**src/rtl/pipe_stage_reg_pkg.sv**
```systemverilog
// rtl/pipe_stage_reg_pkg.sv - shared stage types for the elastic pipeline register
package PipelineReg;

  typedef enum logic [1:0] {
    EMPTY = 2'd0,
    HALF  = 2'd1,
    FULL  = 2'd2
  } stage_state_e;

  // EX/MEM payload; instantiate with WIDTH = $bits(PipelineReg::EX_STATE)
  typedef struct packed {
    logic [31:0] pc;
    logic [31:0] alu_result;
    logic [31:0] rs2_data;
    logic [4:0]  rd;
    logic        reg_write;
    logic        mem_read;
    logic        mem_write;
  } EX_STATE;

endpackage

```
**src/rtl/pipe_stage_reg.sv**
```systemverilog
// rtl/pipe_stage_reg.sv - elastic valid/ready stage register with flush and optional skid entry
module pipe_stage_reg
  import PipelineReg::*;
#(
  parameter int               WIDTH       = 32,
  parameter logic [WIDTH-1:0] RESET_VALUE = '0,
  parameter bit               SKID        = 1'b1
) (
  input  logic             clk,
  input  logic             reset,
  input  logic             flush,
  input  logic             in_valid,
  output logic             in_ready,
  input  logic [WIDTH-1:0] in_data,
  output logic             out_valid,
  input  logic             out_ready,
  output logic [WIDTH-1:0] out_data,
  output logic [1:0]       count
);

  stage_state_e     state_q, state_d;
  logic [WIDTH-1:0] main_q, main_d;
  logic [WIDTH-1:0] skid_q;
  logic             push, pop;

  assign push      = in_valid && in_ready;
  assign pop       = out_valid && out_ready;
  assign out_valid = (state_q != EMPTY);
  assign out_data  = main_q;
  assign count     = state_q;

  always_comb begin
    state_d = state_q;
    main_d  = main_q;
    if (flush) begin
      state_d = EMPTY;
      main_d  = RESET_VALUE;
    end else begin
      case (state_q)
        EMPTY: begin
          if (push) begin
            main_d  = in_data;
            state_d = HALF;
          end
        end
        HALF: begin
          if (push && pop) begin
            main_d = in_data;
          end else if (push) begin
            state_d = FULL;
          end else if (pop) begin
            state_d = EMPTY;
          end
        end
        FULL: begin
          if (pop) begin
            main_d  = skid_q;
            state_d = HALF;
          end
        end
        default: state_d = EMPTY;
      endcase
    end
  end

  always_ff @(posedge clk or posedge reset) begin
    if (reset) begin
      state_q <= EMPTY;
      main_q  <= RESET_VALUE;
    end else begin
      state_q <= state_d;
      main_q  <= main_d;
    end
  end

  generate
    if (SKID) begin : g_skid
      logic [WIDTH-1:0] skid_d;
      logic             ready_q;

      always_comb begin
        skid_d = skid_q;
        if (flush) begin
          skid_d = RESET_VALUE;
        end else if (state_q == HALF && push && !pop) begin
          skid_d = in_data;
        end
      end

      // in_ready looks one state ahead so it never depends on out_ready combinationally
      always_ff @(posedge clk or posedge reset) begin
        if (reset) begin
          skid_q  <= RESET_VALUE;
          ready_q <= 1'b1;
        end else begin
          skid_q  <= skid_d;
          ready_q <= (state_d != FULL);
        end
      end

      assign in_ready = ready_q;
    end else begin : g_comb
      assign skid_q   = RESET_VALUE;
      assign in_ready = !out_valid || out_ready;
    end
  endgenerate

endmodule

```
**config.mk**
```make
export PLATFORM = sky130hd
export DESIGN_NAME = pipe_stage_reg
export DESIGN_NICKNAME = d
export VERILOG_FILES = /design/src/rtl/pipe_stage_reg_pkg.sv /design/src/rtl/pipe_stage_reg.sv
export SDC_FILE = /design/constraint.sdc
export NUM_CORES = 1
export LEC_CHECK = 0
export ABC_AREA = 0
export BUFFER_PORTS_ARGS = -buffer_cell sky130_fd_sc_hd__buf_2
export CAP_MARGIN = 5
export CORE_MARGIN = 3
export CORE_UTILIZATION = 45
export DETAILED_ROUTE_END_ITERATION = 16
export GPL_TIMING_DRIVEN = 0
export PLACE_DENSITY = 0.81
export SETUP_SLACK_MARGIN = 0.15
export SLEW_MARGIN = 20
export SYNTH_ARGS = -nofsm -noshare
export SYNTH_HDL_FRONTEND = slang
export SYNTH_SLANG_ARGS = --single-unit
```
**constraint.sdc**
```tcl
create_clock -name clk -period 2.4 [get_ports clk]
set_input_delay 0.48 -clock clk [delete_from_list [all_inputs] [get_ports clk]]
set_output_delay 0.48 -clock clk [all_outputs]
set_load 0.03 [all_outputs]
```
==> summary.txt <==
Setup path
  • Crit path max fanout: 10
  • Startpoint Class: flop
  • CP arrival: slightly above 2 ns
  • Crit path top cell by count: buf_2
  • Critical path type: flop to flop
  • Crit. Startpoint: count[1]$_DFF_PP0_
  • CP Capture Type: flop
  • Crit path cell chain: nor2b_1, buf_2, a221oi_4, buf_2, o31ai_1
  • Critical Path Slowest Stage Cell: dfrtp_1
  • RR Startpoint: count[1]$_DFF_PP0_
  • Setup crit end: out_data[30]$_DFFE_PP0P_
  • FF-to-FF setup slack: 0.54 ns
  • CP max stage delay: 0.48 ns
  • FF-to-FF path depth: 5
  • R2R Path End: out_data[30]$_DFFE_PP0P_
  • CP required: approximately 2.6 ns

STA
  • Minimum clock period: about 1.9 ns
  • Slew HR: between 40% and 50%
  • Final period util: approximately 77%
  • Final setup viols: 0
  • Worst slew pin tran: between 0.7 and 0.8 ns
  • Final Hold Slack: between 0.1 and 0.15 ns
  • Hold Fails Final Rpt: 0
  • Fmax: roughly 540 MHz
  • Setup TNS: 0 ns
  • RSZ-0062 raised after global routing: false
  • Final clock skew: around 0.0064 ns
  • Slew Viols, Final: 0

Floorplan
  • DIE HEIGHT: approximately 86 microns
  • Initial Utilization: ~47%
  • Die Width: 85.67 microns
  • Core Area: ~6000 sq um
  • I/O pin cnt: 73
  • Die area: about 7300 sq um
  • Row Count: 28

Pwr
  • VDD IR max: approximately 420 uV
  • Sw Ratio: ~29%
  • Sequential Power Share: between 40% and 50%
  • Pwr/cell area: slightly above 700 nW/um^2
  • Net Sw Power: roughly 710 uW
  • Pwr Total: 2488 uW
  • P_int: 1774 uW
  • Clock power frac: 34.4%
  • Comb power frac: around 16%
  • Pleak: roughly 0.0019 uW

Yosys
  • Net Count, Synth: between 200 and 300
  • Ys flop type: dfrtp_1
  • Post-synth EDFFs: 0
  • Avg Cell Area, Syn: 12.31 sq um
  • Yosys top cell area share: between 50% and 60%
  • Sequential area share after synthesis: 58.74%
  • Area leader, netlist: dfrtp_1
  • Top cells by area, synth: dfrtp_1 58%, mux2i_1 11%, a22o_1 9.8%
  • Mapped Cells: roughly 230
  • Post-synth top cells: 66 x dfrtp_1, 34 x nand2_1, 32 x a22o_1, 32 x mux2i_1, 32 x o31ai_1
  • Post-synth cell types: 20
  • Synth Cell Area: around 2900 sq um
  • Dominant cell by count in the synthesized netlist: dfrtp_1
  • Post-synthesis sequential element count: 67
  • Ys Warns: 0
  • Ys async rst share: 100.0%

Clock tree
  • Post-cts resize count: 0
  • Hold-fix buffers, CTS: 0
  • Root buffer cell: clkbuf_8
  • CTS tree: built
  • Worst-Skew Late Latency: between 0.3 and 0.4 ns
  • H-tree Lvls: 3
  • Sinks on Clock Net: 67
  • Post-CTS Setup Bufs: 0
  • Clock transition at path regs: approximately 0.07 ns
  • Bufs on Longest Clock Path: 2
  • TritonCTS Buffers: 9

Worst hold path
  • Min-Delay Path Class: primary input to async pin

Routing
  • DRC Markers: 0
  • Post-route ant nets: 0
  • Via density: between 5 and 6
  • Post-detailed-route wirelength per cell: approximately 17 microns
  • Vias: 2180
  • Routed wire length: roughly 6700 microns
  • DR pass1 iterations: 4
  • Initial DRC Count: approximately 130

Final layout
  • # diodes: 0
  • P&R area growth vs syn: 22.78%
  • Nets: 352
  • Share of layout cells above drive strength 1: 32.60%

GRT
  • Antenna violations before repair: 0
  • Total track usage: approximately 19%
  • Largest net degree at the start of global routing: 37
  • Number of global-route vias before repair: approximately 2200
  • First-pass GRT wire length: about 11000 microns
  • GRT overflow: 0

Place
  • Port Buffers: just over 70
  • GPL Wtd Cong: approximately 0.74
  • HPWL Detailed: ~4500 microns

Outcome
  • Status: finished, final reports clean

Flow run
  • Maxcap violations: 0
[worst min-delay path by stage]
| stage | endpoint | cells past startpoint | start |
|---|---|---|---|
| final | skid_q[16]$_DFFE_PP0P_ | 2 | reset |
| after global routing | skid_q[16]$_DFFE_PP0P_ | 2 | reset |
| after CTS | skid_q[16]$_DFFE_PP0P_ | 2 | reset |
| after detailed placement | out_data[22]$_DFFE_PP0P_ | 2 | out_data[22]$_DFFE_PP0P_ |
| after global placement | out_data[22]$_DFFE_PP0P_ | 2 | out_data[22]$_DFFE_PP0P_ |
| after floorplan | skid_q[10]$_DFFE_PP0P_ | 1 | skid_q[10]$_DFFE_PP0P_ |
[cell families (layout without fill, tap and decap cells)]
logic type	count (synthesis)	in the layout	share of synthesized area, %
flops	67	67	58.74
buf+inv	22	109	3.461
simple gates	43	43	6.527
xor+xnor	1	1	0.3067
mux	32	32	11.21
compound gates	67	67	19.76
[power groups by stage]
stage / logic, uW / clock network (uW) / registers (uW)
floorplan: 157 / 0 / 1350
CTS: 406 / 875 / 1230
global route: 435 / 928 / 1240
global placement: 394 / 0 / 1250
finish: 401 / 855 / 1230
detailed placement: 405 / 0 / 1250
[routing by layer]
metal | part of all wire [%] | vias up | global-route usage, %
met4 | 2.1 | 0 | 9.496
met3 | 5.6 | 13 | 4.323
met5 | 0 | - | 0
met2 | 46 | 70 | 29.03
li1 | - | 1024 | -
met1 | 46 | 1073 | 26.36
[worst max-delay path: cells and delay by family (launching register included)]
family                 cells  cell delay [ns]
and+or+nand+nor            1             0.17
buffers and inverters      2             0.51
DFF                        1             0.48
AOI/OAI and AO/OA          2             0.55
[sequential cells by signal, summed over array words and instances, names as in the netlist]
register and count:
in_ready 1, count 2, skid_q 32, out_data 32
[layout make-up]
cell class / count / area (sq um)
inverters: 2 / 10.01
clock inverters: 2 / 10.01
fillers: 526 / 2519
clock buffers: 13 / 168.9
flip-flops and latches: 67 / 1678
plain buffers: 20 / 91.34
well taps: 75 / 93.84
repair buffers: 72 / 375.4
multi-input cells: 143 / 1080
[layout by cell type (no fill, tap or decap), drive strengths merged]
master	synthesis	routed
buf	13	85
dfrtp	66	66
nand2	34	34
a22o	32	32
mux2i	32	32
o31ai	32	32
clkbuf	7	20
nand2b	2	2
nor2	2	2
clkinv	0	2
inv	2	2
nor3	1	1
nor4	1	1
and3b	1	1
nor2b	1	1
a221oi	1	1
a211o	1	1
xnor2	1	1
a2bb2oi	1	1
or2	1	1
dfstp	1	1
[stage by stage]
step	instance area (sq um)	setup WS [ns]	cells	utilization, %
final	3507	0.5425	394	58.20
after global routing	3507	0.3760	394	58.20
after CTS	3507	0.5176	394	58.20
after detailed placement	3328	0.3722	379	55.23
after global placement	3306	-0.5544	378	54.86
after floorplan	2856	0.2385	232	-
No activity file was read; power rests on OpenSTA's default activity.
